[config.mk]
export PLATFORM = sky130hd
export DESIGN_NAME = fetch_unit
export DESIGN_NICKNAME = d
export VERILOG_FILES = /design/src/rtl/fetch_unit_pkg.sv /design/src/rtl/fetch_buffer.sv /design/src/rtl/fetch_unit.sv
export SDC_FILE = /design/constraint.sdc
export NUM_CORES = 1
export LEC_CHECK = 0
export ABC_CLOCK_PERIOD_IN_PS = 5100
export BUFFER_PORTS_ARGS = -buffer_cell sky130_fd_sc_hd__buf_2
export CORE_MARGIN = 5
export CORE_UTILIZATION = 54
export DETAILED_ROUTE_END_ITERATION = 8
export GPL_TIMING_DRIVEN = 0
export HOLD_SLACK_MARGIN = 0.15
export PLACE_DENSITY = 0.84
export REMOVE_ABC_BUFFERS = 1
export SLEW_MARGIN = 20
export SYNTH_ARGS = -nofsm -noshare
export SYNTH_HDL_FRONTEND = slang
export SYNTH_HIERARCHICAL = 1
export SYNTH_SLANG_ARGS = --single-unit
[constraint.sdc]
create_clock -name clk -period 5.1 [get_ports clk]
set_input_delay 0.51 -clock clk [delete_from_list [all_inputs] [get_ports clk]]
set_output_delay 0.51 -clock clk [all_outputs]
set_load 0.005 [all_outputs]
[src/rtl/fetch_unit_pkg.sv]
// Shared definitions for the fetch unit: datapath width, reset vector default,
// the NOP encoding and word-alignment helper.
package fetch_unit_pkg;

    localparam int unsigned WIDTH = 32;

    localparam logic [WIDTH-1:0] RESET_PC_DEFAULT = 32'h0000_0000;
    localparam logic [WIDTH-1:0] NOP              = 32'h0000_0000;
    localparam logic [WIDTH-1:0] INSTR_BYTES      = 32'd4;

    localparam int unsigned FIFO_ENTRIES = 2;

    typedef logic [1:0] cnt_t;

    function automatic logic [WIDTH-1:0] align_word(input logic [WIDTH-1:0] addr);
        return {addr[WIDTH-1:2], 2'b00};
    endfunction

endpackage

[src/rtl/fetch_buffer.sv]
// Two-entry in-order instruction buffer: push at tail, pop at head, clear
// wins over everything. Head word is presented combinationally.
module fetch_buffer
    import fetch_unit_pkg::*;
(
    input  logic             clk,
    input  logic             rst,
    input  logic             clear,
    input  logic             push,
    input  logic             pop,
    input  logic [WIDTH-1:0] push_data,
    output logic [WIDTH-1:0] head_data,
    output cnt_t             count
);

    logic [WIDTH-1:0] mem_q [FIFO_ENTRIES];
    logic             rd_ptr_q;
    logic             rd_ptr_d;
    logic             wr_ptr_q;
    logic             wr_ptr_d;
    cnt_t             count_q;
    cnt_t             count_d;
    logic             pop_ok;
    logic             push_ok;

    assign pop_ok  = pop && (count_q != 2'd0);
    assign push_ok = push && ((count_q != 2'd2) || pop_ok);

    always_comb begin
        rd_ptr_d = rd_ptr_q;
        wr_ptr_d = wr_ptr_q;
        count_d  = count_q;
        if (clear) begin
            rd_ptr_d = 1'b0;
            wr_ptr_d = 1'b0;
            count_d  = 2'd0;
        end else begin
            if (push_ok) begin
                wr_ptr_d = ~wr_ptr_q;
            end
            if (pop_ok) begin
                rd_ptr_d = ~rd_ptr_q;
            end
            count_d = count_q + {1'b0, push_ok} - {1'b0, pop_ok};
        end
    end

    always_ff @(posedge clk or posedge rst) begin
        if (rst) begin
            rd_ptr_q <= 1'b0;
            wr_ptr_q <= 1'b0;
            count_q  <= 2'd0;
        end else begin
            rd_ptr_q <= rd_ptr_d;
            wr_ptr_q <= wr_ptr_d;
            count_q  <= count_d;
        end
    end

    // Storage needs no reset: count gates every read of it.
    always_ff @(posedge clk) begin
        if (!clear && push_ok) begin
            mem_q[wr_ptr_q] <= push_data;
        end
    end

    assign head_data = mem_q[rd_ptr_q];
    assign count     = count_q;

    a_no_overflow: assert property (@(posedge clk) disable iff (rst)
        !(push && !clear && (count_q == 2'd2) && !pop));

    a_count_range: assert property (@(posedge clk) disable iff (rst)
        count_q <= 2'd2);

endmodule

[src/rtl/fetch_unit.sv]
// Instruction fetch front end: issues word-aligned reads under a credit limit,
// buffers in-order responses and presents them to decode with redirect support.
module fetch_unit
    import fetch_unit_pkg::*;
#(
    parameter logic [WIDTH-1:0] RESET_PC  = RESET_PC_DEFAULT,
    parameter int unsigned      BUF_DEPTH = 2
) (
    input  logic             clk,
    input  logic             rst,
    input  logic             stall_fetch,
    input  logic             redirect_valid,
    input  logic [WIDTH-1:0] redirect_pc,
    output logic             imem_req,
    output logic [WIDTH-1:0] imem_addr,
    input  logic             imem_ready,
    input  logic             imem_rvalid,
    input  logic [WIDTH-1:0] imem_rdata,
    output logic [WIDTH-1:0] instr_fetch,
    output logic [WIDTH-1:0] pc_fetch,
    output logic             fetch_valid
);

    localparam logic [2:0] CREDIT = 3'(BUF_DEPTH);

    logic             started_q;
    logic [WIDTH-1:0] req_pc_q;
    logic [WIDTH-1:0] req_pc_d;
    logic [WIDTH-1:0] head_pc_q;
    logic [WIDTH-1:0] head_pc_d;
    cnt_t             outstanding_q;
    cnt_t             outstanding_d;
    cnt_t             discard_q;
    cnt_t             discard_d;

    cnt_t             buf_count;
    logic [WIDTH-1:0] buf_head;
    logic [WIDTH-1:0] redirect_target;
    logic [2:0]       credit_used;
    logic             accept;
    logic             rsp;
    logic             drop;
    logic             push;
    logic             pop;

    assign redirect_target = align_word(redirect_pc);

    assign fetch_valid = (buf_count != 2'd0);
    assign pop         = fetch_valid && !stall_fetch && !redirect_valid;

    // A pop this cycle frees its slot immediately so fetch can stream back-to-back.
    assign credit_used = {1'b0, outstanding_q} + {1'b0, buf_count} - {2'b00, pop};
    assign imem_req    = started_q && !redirect_valid && (credit_used < CREDIT);
    assign imem_addr   = req_pc_q;
    assign accept      = imem_req && imem_ready;

    // Responses with nothing outstanding are stale (pre-reset) and ignored.
    assign rsp  = imem_rvalid && (outstanding_q != 2'd0);
    assign drop = rsp && (discard_q != 2'd0);
    assign push = rsp && !drop && !redirect_valid;

    assign instr_fetch = fetch_valid ? buf_head : NOP;
    assign pc_fetch    = head_pc_q + INSTR_BYTES;

    always_comb begin
        req_pc_d      = req_pc_q;
        head_pc_d     = head_pc_q;
        outstanding_d = outstanding_q + {1'b0, accept} - {1'b0, rsp};
        discard_d     = discard_q - {1'b0, drop};
        if (redirect_valid) begin
            req_pc_d  = redirect_target;
            head_pc_d = redirect_target;
            // Everything still in flight after this cycle belongs to the old path.
            discard_d = outstanding_q - {1'b0, rsp};
        end else begin
            if (accept) begin
                req_pc_d = req_pc_q + INSTR_BYTES;
            end
            if (pop) begin
                head_pc_d = head_pc_q + INSTR_BYTES;
            end
        end
    end

    always_ff @(posedge clk or posedge rst) begin
        if (rst) begin
            started_q     <= 1'b0;
            req_pc_q      <= RESET_PC;
            head_pc_q     <= RESET_PC;
            outstanding_q <= 2'd0;
            discard_q     <= 2'd0;
        end else begin
            started_q     <= 1'b1;
            req_pc_q      <= req_pc_d;
            head_pc_q     <= head_pc_d;
            outstanding_q <= outstanding_d;
            discard_q     <= discard_d;
        end
    end

    fetch_buffer u_buffer (
        .clk       (clk),
        .rst       (rst),
        .clear     (redirect_valid),
        .push      (push),
        .pop       (pop),
        .push_data (imem_rdata),
        .head_data (buf_head),
        .count     (buf_count)
    );

    a_outstanding_range: assert property (@(posedge clk) disable iff (rst)
        {1'b0, outstanding_q} <= CREDIT);

    a_discard_range: assert property (@(posedge clk) disable iff (rst)
        discard_q <= outstanding_q);

    a_credit: assert property (@(posedge clk) disable iff (rst)
        ({1'b0, outstanding_q} + {1'b0, buf_count}) <= CREDIT);

    a_req_stable: assert property (@(posedge clk) disable iff (rst)
        (imem_req && !imem_ready) |=> (redirect_valid || (imem_req && $stable(imem_addr))));

endmodule

==> results_dict.tcl <==
set metrics [dict create \
    cpMostUsedCell "ha_1" \
    rows 41 \
    drv_slew 0 \
    power_density_nw_per_um2 360 \
    final_util_pct 68.2 \
    antenna_found_initial 0 \
    path_buf_inv 2 \
    gp_congestion 0.919 \
    fin_crit_ps 4700 \
    port_buffers 161 \
    wire_per_inst_um 17.4 \
    dr.pass1.iters 5 \
    synth.top_cell.area_share_pct 27.1 \
    grt.total_usage_pct 22.2 \
    nNetsFinal 893 \
    antenna_cells 0 \
    synth_ff_type "dfrtp_1" \
    die-height_um 125 \
    finalHoldViolations 0 \
    ys_seq_elements 133 \
    finalPower_mw 3.12 \
    grt_first_pass_wirelength_um 27700 \
    drc_errors 0 \
    clock_path_buffers 2 \
    die_area_um2 15500 \
    hp-class "primary input to flip-flop" \
    cp_max_fo 25 \
    slowest_delay_ps 530 \
    ios 168 \
    skew_ps 9.56 \
    synth_edf_count 64 \
    post-route-period-util_pct 92.2 \
    finalSetupViolCount 0 \
    ys_types 53 \
    cp_top_family "simple AND/OR/NAND/NOR gates" \
    grt_pass1_vias 5351 \
    clk_latency_ps 420 \
    worstPathRequired_ps 5400 \
    yosysTopAreaCell "edfxtp_1" \
    critical_path.startpoint "u_buffer/count[0]" \
    outcome "complete, no violations" \
    synth_seq_area_share_pct 51.5 \
    pre_cts_ws_ps 100 \
    async_reset_ff_share_pct 51.9 \
    drive_gt1_share_pct 31.0 \
    worstHoldStart "imem_rdata[9]" \
    setup_ws_ps 400 \
    start_kind "flip-flop" \
    cts-buffers-inserted 17 \
    layoutNonFillerInstCount 997 \
    reg2reg_from "u_buffer/count[0]" \
    cp_cell_sequence "nor2_4 -> or2_2 -> nor2_1 -> ha_1 -> nand2b_1 -> fa_1 -> nand4b_1 -> nor2_4 -> inv_1 -> ha_1 -> inv_1 -> ha_1 -> xnor2_1 -> xnor2_1" \
    syn2layout_area_growth_pct 22.6 \
    drtAntennaViolNets 0 \
    htreeDepth 4 \
    viasPerCell 5.69 \
    path_class "flip-flop to flip-flop" \
    worstMarginPinSlew_ps 999 \
    core_um2 12700 \
    wl_um 17300 \
    syn-cell-area_um2 7080 \
    clkSlewWorstSetupHoldPaths_ps 60 \
    ir_drop_uv 187 \
    clockRootBuffer "clkbuf_16" \
    vias 5668 \
    fmax_mhz 213 \
    syn_avg_cell_area_um2 10.7 \
    crit_slowest_cell "fa_1" \
    slew_headroom_pct 32.8 \
    ys_top_cells_by_area "edfxtp_1 27%, dfrtp_1 24%, mux2_2 5.6%, xnor2_1 5.1%, nand2_1 3.3%" \
    tns_ps 0 \
    gr-total-overflow 0 \
    rsz0062_at_grt "no" \
    dieWidth_um 125 \
    dp.cells 964 \
    synth.most_common_cell "dfrtp_1" \
    drt-initial-drc-count 393 \
    p_leak_nw 3.56 \
    endpoint_kind "flip-flop" \
    cts_tree "yes" \
    start_util_pct 55.6 \
    dpl.hpwl_um 12400 \
    maxCapViolCount 0 \
    syn-instance-count 659 \
    netlist_top_cells_count "69 x dfrtp_1, 64 x edfxtp_1, 62 x nand2_1" \
    crit_arrival_ps 5000 \
    grt_max_degree 78 \
    cts.sink_count 133 \
    synth_warnings 6 \
]
[kinds of logic after synthesis]
| group | share of synthesized area [%] |
|---|---|
| mux | 6.34 |
| other cells | 0.106 |
| xor+xnor | 8.04 |
| flops | 51.5 |
| buf+inv | 3.92 |
| simple gates | 19.7 |
| compound gates | 8.32 |
| fa+ha+maj | 2.05 |
[through the flow]
step | area, um2 | hold slack, ps
CTS | 8680 | 265
floorplan | 6900 | 276
detailed placement | 8050 | 430
finish | 8680 | 282
global placement | 7920 | 407
global route | 8680 | 262
[report_power, final]
group          switching, mW  leakage [nW]  internal [mW]
logic                  0.281          1.84          0.245
clock network          0.510         0.299          0.745
registers              0.120          1.42           1.22
total                  0.911          3.56           2.21
[final timing paths]
check,endpoint,slack (ps),depth (start not counted)
worst max-delay path,outstanding_q[1],400,14
worst min-delay path,u_buffer/mem_q[0][9],280,1
worst max register to register,outstanding_q[1],400,14
worst min register to register,outstanding_q[1],520,1
max in group asynchronous,head_pc_q[27],4020,4
min in group asynchronous,u_buffer/wr_ptr_q,570,3
[placed cells by master, fill, tap and decap left out, drive strengths merged, types with 13 or more instances in the layout]
master	netlist	layout
mux2	36	36
edfxtp	64	64
dfrtp	69	69
buf	13	170
nand4	27	27
xnor2	41	41
nand3	33	33
o21ai	42	42
inv	22	31
xor2	24	24
o311ai	13	13
nand2	62	62
clkbuf	27	17
o211ai	18	18
nor2b	34	34
nor2	36	36
[metal layers]
metal	vias to the layer above	GRT usage, %	routed length, um
met5	-	0	0
met4	0	7.99	382
met3	30	5.10	1240
met2	262	35.8	8390
met1	2689	29.4	7310
li1	2687	-	-
[registers in the layout, indices dropped and copies added (netlist names)]
| name | count |
|---|---|
| outstanding_q | 2 |
| discard_q | 2 |
| started_q | 1 |
| u_buffer/wr_ptr_q | 1 |
| u_buffer/count | 2 |
| u_buffer/rd_ptr_q | 1 |
| u_buffer/mem_q | 64 |
| head_pc_q | 30 |
| imem_addr | 30 |
[final cells by class]
type / instances / area [um2]
Clock buffer: 17 / 425
Clock inverter: 15 / 188
Inverter: 22 / 85.1
Sequential cell: 133 / 3650
Tap cell: 172 / 215
Fill cell: 974 / 4040
Timing Repair Buffer: 171 / 926
Multi-Input combinational cell: 467 / 3190
[repair_timing]
item	CTS	global route
buffers inserted	0	0
hold endpoints to repair	12	0
gates resized for setup	0	1
setup endpoints to repair	0	7
hold buffers	1	0
Note: power is estimated with default switching activity, not from simulation.
